## src/rtl/event_priority_encoder.sv

```systemverilog
// event_priority_encoder: captures request-line rises into a pending set and hands out one binary code per Valid/Ack handshake.
// Optional ROTATE_PRIORITY_EN: rotating priority that scans down from the last retired index.
module event_priority_encoder #(
  parameter int N = 8,
  parameter int W = 3
) (
  input  logic         Clock,
  input  logic         Resetn,
  input  logic         Enable,
  input  logic         Clear,
  input  logic [N-1:0] D,
  input  logic         Ack,
  output logic [W-1:0] Y,
  output logic         Valid,
  output logic         Any,
  output logic         Overflow
);
  typedef enum logic {IDLE, PRESENT} state_t;
  state_t state_q, state_d;
  logic [N-1:0] d_q, pending_q, pending_d, rise, set, retire;
  logic [W-1:0] y_q, y_d, sel;
  logic valid_q, valid_d, overflow_q, overflow_d, take;
  assign rise = D & ~d_q;
  assign set = rise & {N{Enable}};
  assign take = valid_q && Ack;
  assign retire = take ? {{(N-1){1'b0}}, 1'b1} << y_q : '0;
`ifdef ROTATE_PRIORITY_EN
  logic [W-1:0] last_q, last_d;
  int idx;
  logic found;
  always_comb begin
    sel = '0;
    found = 1'b0;
    idx = 0;
    for (int i = 1; i <= N; i++) begin
      idx = (int'(last_q) + N - i) % N;
      if (!found && pending_q[idx]) begin
        sel = W'(idx);
        found = 1'b1;
      end
    end
  end
  assign last_d = Clear ? '0 : take ? y_q : last_q;
`else
  // ascending scan so the highest pending index is the one left in sel
  always_comb begin
    sel = '0;
    for (int i = 0; i < N; i++) if (pending_q[i]) sel = W'(i);
  end
`endif
  always_comb begin
    pending_d = Clear ? '0 : (pending_q & ~retire) | set;
    overflow_d = Clear ? 1'b0 : overflow_q | (|(set & pending_q & ~retire));
    state_d = state_q;
    y_d = y_q;
    valid_d = valid_q;
    if (state_q == IDLE && |pending_q) begin
      state_d = PRESENT;
      y_d = sel;
      valid_d = 1'b1;
    end else if (state_q == PRESENT && Ack) begin
      state_d = IDLE;
      valid_d = 1'b0;
    end
    if (Clear) begin
      state_d = IDLE;
      y_d = '0;
      valid_d = 1'b0;
    end
  end
  always_ff @(posedge Clock or negedge Resetn) begin
    if (!Resetn) begin
      d_q <= '0;
      pending_q <= '0;
      overflow_q <= 1'b0;
      state_q <= IDLE;
      y_q <= '0;
      valid_q <= 1'b0;
`ifdef ROTATE_PRIORITY_EN
      last_q <= '0;
`endif
    end else begin
      d_q <= D;
      pending_q <= pending_d;
      overflow_q <= overflow_d;
      state_q <= state_d;
      y_q <= y_d;
      valid_q <= valid_d;
`ifdef ROTATE_PRIORITY_EN
      last_q <= last_d;
`endif
    end
  end
  assign Y = y_q;
  assign Valid = valid_q;
  assign Any = |pending_q;
  assign Overflow = overflow_q;
endmodule

```

## config.mk

```make
export PLATFORM = sky130hd
export DESIGN_NAME = event_priority_encoder
export DESIGN_NICKNAME = d
export VERILOG_FILES = /design/src/rtl/event_priority_encoder.sv
export SDC_FILE = /design/constraint.sdc
export NUM_CORES = 1
export LEC_CHECK = 0
export BUFFER_PORTS_ARGS = -buffer_cell sky130_fd_sc_hd__buf_2
export CORE_ASPECT_RATIO = 0.7
export CORE_MARGIN = 2
export CORE_UTILIZATION = 48
export CTS_CLUSTER_SIZE = 14
export DETAILED_ROUTE_END_ITERATION = 8
export PLACE_DENSITY = 0.73
export SLEW_MARGIN = 15
export SYNTH_ARGS = -nofsm -noshare
export SYNTH_HDL_FRONTEND = slang
export SYNTH_SLANG_ARGS = --single-unit
```

## constraint.sdc

```tcl
create_clock -name Clock -period 1.43 [get_ports Clock]
set_clock_uncertainty 0.1 [all_clocks]
set_input_delay 0.286 -clock Clock [delete_from_list [all_inputs] [get_ports Clock]]
set_output_delay 0.286 -clock Clock [all_outputs]
set_load 0.05 [all_outputs]
```

==> results of run 1 <==
## final timing paths
kind / startpoint / to / slack (ns) / cells after the start
max in group asynchronous: Resetn / pending_q[7] / 0.53 / 2
worst max-delay path: pending_q[4] / Any / -0.33 / 3
min in group asynchronous: Resetn / d_q[1] / 0.34 / 2
worst max register to register: pending_q[4] / Y[0] / -0.18 / 4
worst min register to register: d_q[7] / pending_q[7] / 0.42 / 2
worst min-delay path: Ack / Valid / 0.08 / 2
## timing repair
item / 4_1_cts / 5_1_grt
buffers inserted: 3 / 10
hold buffers: 5 / 4
hold endpoints to repair: 25 / 4
pin swaps: 1 / 7
resized for setup: 16 / 19
setup endpoints to repair: 9 / 10
## area by class of cell
cell class | count | area (um^2) | share of cell area, %
flip-flops and latches | 21 | 532 | 34.1
multi-input cells | 65 | 502 | 32.1
clock buffers | 4 | 26.3 | 1.68
well taps | 22 | 27.5 | 1.76
inverters | 8 | 30.0 | 1.92
repair buffers | 54 | 444 | 28.4
## where the power goes
part,leakage [nW],internal (mW),switching [mW],total (mW)
registers,0.260,0.640,0.0517,0.692
clock network,0.0150,0.109,0.176,0.285
logic,0.413,0.305,0.328,0.633
## stage by stage
step | area (um^2) | cells | hold WS, ns | TNS (ns) | power, mW
after floorplan | 1030 | 99 | -0.110 | -0.139 | 0.945
after global placement | 1210 | 148 | 0.162 | -0.114 | 1.07
after detailed placement | 1210 | 148 | 0.167 | -0.277 | 1.08
after CTS | 1370 | 160 | 0.00272 | -0.553 | 1.43
after global routing | 1560 | 174 | 0.0960 | -1.19 | 1.69
final | 1560 | 174 | 0.0835 | -0.740 | 1.61
## cell usage in the layout, fill, tap and decap left out, types with 3 or more instances in the layout
master         synthesis  layout
a21oi_1                8       7
dfrtp_2                0       5
dlygate4sd3_1          0       9
a211oi_2               0       3
a32oi_1                3       3
inv_1                  8       8
dfrtp_1               21      16
buf_2                  2      13
buf_8                  0       4
nand3b_1               9       9
nor2_1                 8       4
a211oi_1               7       4
buf_4                  1      23
buf_6                  1       5
nand2_1                9       8
clkbuf_4               0       3
nor2_2                 0       3
## per-layer routing
layer | share of wire, % | vias to the layer above
li1 | - | 460
met1 | 44 | 483
met2 | 48 | 37
met3 | 4.9 | 10
met4 | 3.5 | 0
met5 | 0 | -
## cell families after synthesis
group	Yosys count
flops	21
simple gates	38
compound gates	27
buf+inv	13
## worst max-delay path, stage by stage (launching register included)
cell and delay (ns):
dfrtp_1 0.42, nor4_4 0.38, nand2_2 0.12, buf_6 0.17
## sequential cells by signal, summed over array words and instances (netlist names)
| name | flops |
|---|---|
| Overflow | 1 |
| pending_q | 8 |
| Y | 3 |
| Valid | 1 |
| d_q | 8 |
==> impl_metrics.py, run 1 <==
metrics = {
    "die": {
        "ioPinCount": 19,
        "floorplan.core_area_mm2": 0.00192,
        "dieArea_mm2": 0.00248,
        "die_x_um": 58.7,
        "die_y_um": 42.3,
        "initial_core_util_pct": 52.3,
        "row_count": 13,
    },
    "clock_network": {
        "cts_max_path_buffers": 2,
        "total_clock_buffers_created_by_cts": 3,
        "cts-root-buf": "clkbuf_4",
        "clock_sink_count": 21,
        "tritoncts": "built",
        "cts-htree-levels": 1,
        "cts.clk_slew.worst_paths_ns": 0.12,
        "clock_insertion_delay_worst_skew_ns": 0.31,
    },
    "final_layout": {
        "final_util_pct": 81.4,
        "antennaDiodeCount": 0,
        "num-nets-final": 166,
        "flow.area_growth_from_synthesis_pct": 55.4,
        "drive_gt1_share_pct": 47.4,
        "final.fill_count": 113,
    },
    "critical_path": {
        "path_class": "flip-flop to primary output",
        "timing.critical_path.to_type": "primary output",
        "timing.critical_path.fanout_max": 2,
        "arrival_ns": 1.37,
        "required_ns": 1.04,
        "start_kind": "flip-flop",
    },
    "synth": {
        "yosys_register_bits": 21,
        "number_of_nets_in_the_synthesized_netlist": 112,
        "synth_top_family_by_area": "simple AND/OR/NAND/NOR gates",
        "yosys_warnings": 0,
        "synth_mux_area_share_pct": 0,
        "async_reset_ff_share_pct": 100,
        "yosysTopAreaCell": "dfrtp_1",
        "synth-compound-area-share_pct": 18.8,
        "synth_largest_type_area_fraction_pct": 52.3,
        "ys_dominant_reg_cell": "dfrtp_1",
        "synth_top_cells_by_count": "dfrtp_1 (21), nand2_1 (9), nand3b_1 (9)",
        "synth.yosys.seq_area_share_pct": 52.3,
        "yosys-top-cells-area": "dfrtp_1 (52%), nand3b_1 (6.7%), a211oi_1 (5.2%)",
        "synthesis.area_mm2": 0.00100,
        "synth_xor_xnor_area_share_pct": 0,
        "post_synth_inst_count": 99,
        "synth_area_in_simple_gates_pct": 22.7,
        "fraction_of_the_mapped_netlist_area_in_adder_cells_pct": 0,
        "edff_count_synth": 0,
        "postSynthAreaPerCell_um2": 10.1,
        "netlist-cell-type-count": 29,
        "synth.most_common_cell": "dfrtp_1",
    },
    "placement": {
        "placement.io_buffers": 18,
        "place_worst_setup_slack_ns": -0.0956,
        "gp_congestion": 0.863,
        "place_hpwl_um": 1730,
    },
    "grt": {
        "grt_antenna_before_repair": 0,
        "pin_count_of_the_biggest_net_entering_global_routing": 22,
        "grt_usage_pct": 22.1,
        "overflow": 0,
        "groute.layer.met2.usage_pct": 35.5,
        "grt_use_met3_pct": 6.79,
        "wire_length_of_the_first_global_routing_pass_um": 4080,
        "first_global_vias": 895,
        "grt-busiest-layer": "met2",
        "routing_usage_on_met1_pct": 29.7,
    },
    "detailed_routing": {
        "wire_per_inst_um": 17.0,
        "post_drt_via_cell_ratio": 5.69,
        "detail-route-antenna-nets": 0,
        "post-route-drc-count": 0,
        "drt_first_pass_iters": 4,
        "routed_wl_um": 2960,
        "via_count": 990,
        "drt_first_iter_violations": 43,
    },
    "run": {
        "timing.max_cap.violations": 0,
    },
    "timing": {
        "min_period_over_period_pct": 123,
        "timing.max_slew.rel_slack_pct": 69.2,
        "rsz0062_at_grt": "true",
        "setup_violations_final": 7,
        "hold_viol": 0,
        "report.final.slew_viol_count": 0,
        "min_period_ns": 1.76,
        "final_critical_path_setup_slack_ns": -0.329,
        "max_slew.worst_pin.slew_ns": 0.462,
        "fmaxAchievable_ghz": 0.569,
    },
    "hold_path": {
        "holdCritPathClass": "primary input to flip-flop",
    },
    "run_status": {
        "failing_checks": "negative setup slack",
        "outcome": "finished, violations left",
    },
    "pwr": {
        "power_per_cell_area_mw_per_mm2": 1030,
        "power.static_leakage_nw": 0.688,
        "ir_drop_v": 0.000758,
    },
}
No activity file was read; power rests on OpenSTA's default activity.
==> run 2: changes to the inputs <==
--- a/config.mk
+++ b/config.mk
@@ -11,6 +11,7 @@
 export CORE_UTILIZATION = 48
 export CTS_CLUSTER_SIZE = 14
 export DETAILED_ROUTE_END_ITERATION = 8
+export MAX_ROUTING_LAYER = met4
 export PLACE_DENSITY = 0.73
 export SLEW_MARGIN = 15
 export SYNTH_ARGS = -nofsm -noshare
==> run 2 against run 1 <==
  * The run still ends with negative setup slack left
  * Cell area fell by 3.9%
  * Final cell count fell by 1.7%
  * Total power fell by 3.2%
  * Clock power rose by 3%
  * Setup slack got worse by 0.042 ns
  * Routed wire length fell by 2.9%
==> impl_metrics.py, run 2 (synthesized netlist as in run 1, its figures left out) <==
metrics = {
    "final_layout": {
        "flow.area_growth_from_synthesis_pct": 49.3,
        "layoutNonFillerInstCount": 171,
        "final_util_pct": 78.2,
        "most-common-layout-cells": "buf_4 (18), dfrtp_1 (17), buf_2 (15), nand3b_1 (9), dlygate4sd3_1 (9)",
        "final_common_cell": "buf_4",
        "antennaDiodeCount": 0,
        "num-nets-final": 163,
        "drive_gt1_share_pct": 41.6,
    },
    "timing": {
        "min_period_ns": 1.80,
        "hold_viol": 0,
        "rsz0062_at_grt": "true",
        "fmaxAchievable_ghz": 0.555,
        "final.setup.tns_ns": -0.930,
        "report.final.slew_viol_count": 0,
        "final_critical_path_setup_slack_ns": -0.371,
        "setup_violations_final": 6,
        "min_period_over_period_pct": 126,
        "max_slew.worst_pin.slew_ns": 0.495,
        "timing.max_slew.rel_slack_pct": 67.0,
    },
    "clock_network": {
        "total_clock_buffers_created_by_cts": 3,
        "cts-htree-levels": 1,
        "cts-root-buf": "clkbuf_4",
        "cts.clk_slew.worst_paths_ns": 0.12,
        "clock_sink_count": 21,
        "clock_insertion_delay_worst_skew_ns": 0.31,
        "cts_max_path_buffers": 2,
        "tritoncts": "built",
    },
    "grt": {
        "grt_usage_pct": 22.7,
        "grt_antenna_before_repair": 0,
        "overflow": 0,
        "first_global_vias": 856,
        "pin_count_of_the_biggest_net_entering_global_routing": 22,
        "wire_length_of_the_first_global_routing_pass_um": 4020,
    },
    "pwr": {
        "total_power_mw": 1.56,
        "power_switching_mw": 0.534,
        "comb_power_share_pct": 37.6,
        "power.share.switching_pct": 34.3,
        "power_per_cell_area_mw_per_mm2": 1040,
        "power_frac_seq_pct": 43.5,
        "clock_power_share_pct": 18.8,
        "ir_drop_v": 0.000754,
        "power.static_leakage_nw": 0.673,
        "cell_int_power_mw": 1.02,
    },
    "detailed_routing": {
        "drt_first_iter_violations": 49,
        "post_drt_via_cell_ratio": 5.71,
        "drt_first_pass_iters": 4,
        "post-route-drc-count": 0,
        "wire_per_inst_um": 16.8,
        "detail-route-antenna-nets": 0,
        "routed_wl_um": 2880,
        "via_count": 976,
    },
    "critical_path": {
        "critical_path.max_stage_delay_ns": 0.43,
        "worst_path_max_delay_cell": "dfrtp_1",
        "timing.critical_path.depth": 3,
        "required_ns": 1.04,
        "crit_chain": "nor4_4, nand2_2, buf_6",
        "worst-path-buf-inv": 1,
        "path_class": "flip-flop to primary output",
        "cpLargestDelayFamily": "simple AND/OR/NAND/NOR gates",
        "start_kind": "flip-flop",
        "arrival_ns": 1.42,
        "timing.critical_path.fanout_max": 2,
        "timing.reg2reg.worst_path_depth": 5,
        "timing.critical_path.to_type": "primary output",
    },
    "die": {
        "initial_core_util_pct": 52.3,
        "dieArea_mm2": 0.00248,
        "floorplan.core_area_mm2": 0.00192,
        "die_y_um": 42.3,
        "row_count": 13,
        "ioPinCount": 19,
        "die_x_um": 58.7,
    },
    "placement": {
        "placement.io_buffers": 18,
        "place_hpwl_um": 1700,
        "dp.cells": 148,
        "gp_congestion": 0.885,
    },
    "hold_path": {
        "hold_depth": 2,
        "holdCritPathClass": "primary input to flip-flop",
    },
    "run_status": {
        "outcome": "finished, violations left",
        "failing_checks": "negative setup slack",
    },
    "run": {
        "timing.max_cap.violations": 0,
    },
}
## run 2: repair_timing
item                                    in CTS  in global routing
endpoints found under the hold margin       28                  1
endpoints found under the setup margin       9                 10
resized for setup                           11                 15
cloned                                       0                  0
buffers inserted                             2                  8
pin swaps                                    5                  8
hold buffers                                 8                  1
## run 2: layout make-up
| class | count | area (um^2) |
|---|---|---|
| Multi-Input combinational cell | 65 | 462 |
| Timing Repair Buffer | 51 | 422 |
| Clock buffer | 4 | 26.3 |
| Fill cell | 139 | 419 |
| Tap cell | 22 | 27.5 |
| Sequential cell | 21 | 531 |
| Inverter | 8 | 32.5 |
## run 2: per-layer routing
layer | track usage, % | up-vias | wire (um)
met4 | 7.27 | 0 | 46
met3 | 6.48 | 6 | 180
li1 | - | 455 | -
met2 | 31.9 | 42 | 1350
met5 | - | - | 0
met1 | 31.8 | 473 | 1300
## run 2: stage by stage
stage	hold WS, ns	area [um^2]	setup slack, ns
2_1_floorplan	-0.110	1030	-0.139
3_3_place_gp	0.164	1210	-0.0373
3_5_place_dp	0.175	1210	-0.0661
4_1_cts	0.00285	1370	-0.315
5_1_grt	0.0723	1500	-0.400
6_report	0.0894	1500	-0.371
## run 2: worst reg2reg max path: stages (launching register included)
cell and delay (ns):
dfrtp_1 0.48, nor4_4 0.07, buf_4 0.14, a21oi_1 0.37, nor2_1 0.10, a311oi_1 0.25
## run 2: worst paths after layout
check	startpoint	end	slack, ns
worst max register to register	pending_q[7]	Y[0]	-0.17
worst min-delay path	Ack	Valid	0.09
worst min register to register	d_q[7]	pending_q[7]	0.44
min in group asynchronous	Resetn	d_q[2]	0.36
max in group asynchronous	Resetn	Y[1]	0.51
worst max-delay path	pending_q[3]	Any	-0.37
## run 2: power by group through the flow
stage | clock (mW) | combinational [mW] | sequential, mW
floorplan | 0 | 0.188 | 0.756
global placement | 0 | 0.372 | 0.701
detailed placement | 0 | 0.377 | 0.703
CTS | 0.306 | 0.435 | 0.693
global route | 0.326 | 0.619 | 0.683
finish | 0.294 | 0.586 | 0.678
==> run 3: changes to the inputs <==
--- a/config.mk
+++ b/config.mk
@@ -12,7 +12,7 @@
 export CTS_CLUSTER_SIZE = 14
 export DETAILED_ROUTE_END_ITERATION = 8
 export MAX_ROUTING_LAYER = met4
-export PLACE_DENSITY = 0.73
+export PLACE_DENSITY = 0.82
 export SLEW_MARGIN = 15
 export SYNTH_ARGS = -nofsm -noshare
 export SYNTH_HDL_FRONTEND = slang
==> run 3 against run 2 <==
  * The run ends with design-rule violations, negative setup slack left
  * Critical path depth did not move
  * Hold slack better by 0.012 ns
  * Global-route usage down 0.27 points
  * Sequential power up 2%
  * Via count shrank 6.9%
  * Sequential cell count did not move
  * Cell area fell by 6.8%
  * Non-clock buffer count shrank 9
  * Largest cell class unchanged
==> impl_metrics.py, run 3 (synthesized netlist as in run 1, its figures left out) <==
metrics = {
    "run_status": {
        "outcome": "finished, violations left",
        "failing_checks": "design-rule violations, negative setup slack",
    },
    "placement": {
        "dpl-instance-area_mm2": 0.00118,
        "place_hpwl_um": 1660,
        "gp_congestion": 0.894,
        "place_worst_setup_slack_ns": -0.0898,
        "placement.io_buffers": 18,
    },
    "final_layout": {
        "most-common-layout-cells": "dfrtp_1 (16), buf_2 (13), buf_4 (13), nand3b_1 (9), dlygate4sd3_1 (9)",
        "antennaDiodeCount": 0,
        "area_taken_by_flip_flops_and_latches_um2": 532,
        "final_design_area_no_fill_mm2": 0.00140,
        "multiInputGateArea_um2": 447,
        "final_util_pct": 72.8,
        "final.fill_count": 143,
        "num-nets-final": 154,
        "flow.area_growth_from_synthesis_pct": 39.1,
        "final_common_cell": "dfrtp_1",
        "drive_gt1_share_pct": 37.1,
    },
    "critical_path": {
        "cpLargestDelayFamily": "simple AND/OR/NAND/NOR gates",
        "critical_path.reg2reg.startpoint": "Y[0]",
        "timing.critical_path.to_type": "primary output",
        "timing.reg2reg.worst_path_depth": 5,
        "start_kind": "flip-flop",
        "crit_chain": "nor4_4, nand2_2, buf_6",
        "setup_slack_of_the_most_critical_reg_to_reg_path_ns": -0.11,
        "timing.critical_path.fanout_max": 2,
        "rr_endpoint": "Overflow",
        "path_class": "flip-flop to primary output",
        "critical_path.max_stage_delay_ns": 0.42,
        "worst_path_max_delay_cell": "dfrtp_1",
        "required_ns": 1.04,
        "worst-path-buf-inv": 1,
        "timing.critical_path.from": "pending_q[4]",
        "arrival_ns": 1.32,
    },
    "grt": {
        "overflow": 0,
        "first_global_vias": 887,
        "grt_antenna_before_repair": 0,
        "pin_count_of_the_biggest_net_entering_global_routing": 22,
        "wire_length_of_the_first_global_routing_pass_um": 4030,
        "grt_usage_pct": 22.5,
    },
    "detailed_routing": {
        "via_count": 909,
        "post-route-drc-count": 1,
        "detail-route-antenna-nets": 0,
        "wire_per_inst_um": 15.0,
        "drt_first_pass_iters": 6,
        "routed_wl_um": 2420,
        "post_drt_via_cell_ratio": 5.61,
        "drt_first_iter_violations": 40,
    },
    "timing": {
        "min_period_over_period_pct": 119,
        "setup_violations_final": 5,
        "final_critical_path_setup_slack_ns": -0.274,
        "rsz0062_at_grt": "true",
        "timing.max_slew.rel_slack_pct": 68.9,
        "max_slew.worst_pin.slew_ns": 0.467,
        "min_period_ns": 1.70,
        "hold_viol": 0,
        "fmaxAchievable_ghz": 0.587,
        "report.final.slew_viol_count": 0,
        "final.setup.tns_ns": -0.634,
    },
    "hold_path": {
        "holdCritPathClass": "primary input to flip-flop",
        "min_to": "Valid",
        "worst_hold_startpoint": "Ack",
        "hold_depth": 2,
    },
    "die": {
        "ioPinCount": 19,
        "floorplan.core_area_mm2": 0.00192,
        "die_x_um": 58.7,
        "row_count": 13,
        "die_y_um": 42.3,
        "dieArea_mm2": 0.00248,
        "initial_core_util_pct": 52.3,
    },
    "pwr": {
        "cell_int_power_mw": 0.956,
        "ir_drop_v": 0.000638,
        "power_per_cell_area_mw_per_mm2": 1030,
        "power.share.switching_pct": 33.5,
        "power_switching_mw": 0.482,
        "clock_power_share_pct": 19.9,
        "power.static_leakage_nw": 0.616,
        "comb_power_share_pct": 32.2,
        "power_frac_seq_pct": 48.0,
    },
    "clock_network": {
        "cts-root-buf": "clkbuf_4",
        "cts-htree-levels": 1,
        "clock_insertion_delay_worst_skew_ns": 0.30,
        "cts_max_path_buffers": 2,
        "cts.clk_slew.worst_paths_ns": 0.12,
        "total_clock_buffers_created_by_cts": 3,
        "tritoncts": "built",
        "clock_sink_count": 21,
    },
    "run": {
        "timing.max_cap.violations": 0,
    },
}
==> run 3: changes by cell type in the layout (fill, tap and decap cells not counted), sizes merged <==
cell	change
buf	-10
clkbuf	+1
==> run 3: cell type report <==
cell class,count,share of cell area (%)
inverters,8,2.15
repair buffers,42,24.0
multi-input cells,65,32.0
flip-flops and latches,21,38.0
well taps,22,1.97
clock buffers,4,1.88
==> run 3: stage by stage <==
step / total power, mW / cells / hold slack, ns
after floorplan: 0.945 / 99 / -0.110
after global placement: 1.04 / 144 / 0.161
after detailed placement: 1.05 / 144 / 0.165
after CTS: 1.42 / 157 / 0.0000862
after global routing: 1.52 / 162 / 0.0969
final: 1.44 / 162 / 0.102
==> run 3: what timing repair did <==
action / CTS / global route
cloned: 0 / 0
buffers inserted: 4 / 1
setup endpoints to repair: 8 / 9
endpoints found under the hold margin: 25 / 4
hold buffers: 5 / 4
pin swaps: 3 / 1
resized for setup: 14 / 4
==> run 3: metal layers <==
metal / part of all wire, % / vias up / wire [um] / track usage (%)
met4: 0.50 / 0 / 12 / 5.91
met5: 0 / - / 0 / -
met3: 6.2 / 2 / 151 / 6.79
li1: - / 436 / - / -
met1: 50 / 441 / 1200 / 30.4
met2: 44 / 30 / 1060 / 32.8
==> run 3: worst reg2reg max path, stage by stage (launching register included) <==
cell and delay (ns):
dfrtp_2 0.45, and3b_2 0.30, buf_6 0.13, a31oi_1 0.09
o41ai_2 0.23, a31oi_1 0.12
==> run 3: worst max-delay path by stage <==
stage          cells after the start        to  slack, ns
2_1_floorplan                      5  Overflow      -0.14
3_3_place_gp                       5  Overflow      -0.03
3_5_place_dp                       5  Overflow      -0.09
4_1_cts                            3       Any      -0.30
5_1_grt                            3       Any      -0.37
6_report                           3       Any      -0.27
==> run 3: power groups by stage <==
stage | Sequential, mW | Combinational [mW] | Clock [mW]
after floorplan | 0.756 | 0.188 | 0
after global placement | 0.696 | 0.347 | 0
after detailed placement | 0.699 | 0.354 | 0
after CTS | 0.688 | 0.427 | 0.300
after global routing | 0.696 | 0.497 | 0.328
final | 0.690 | 0.462 | 0.285
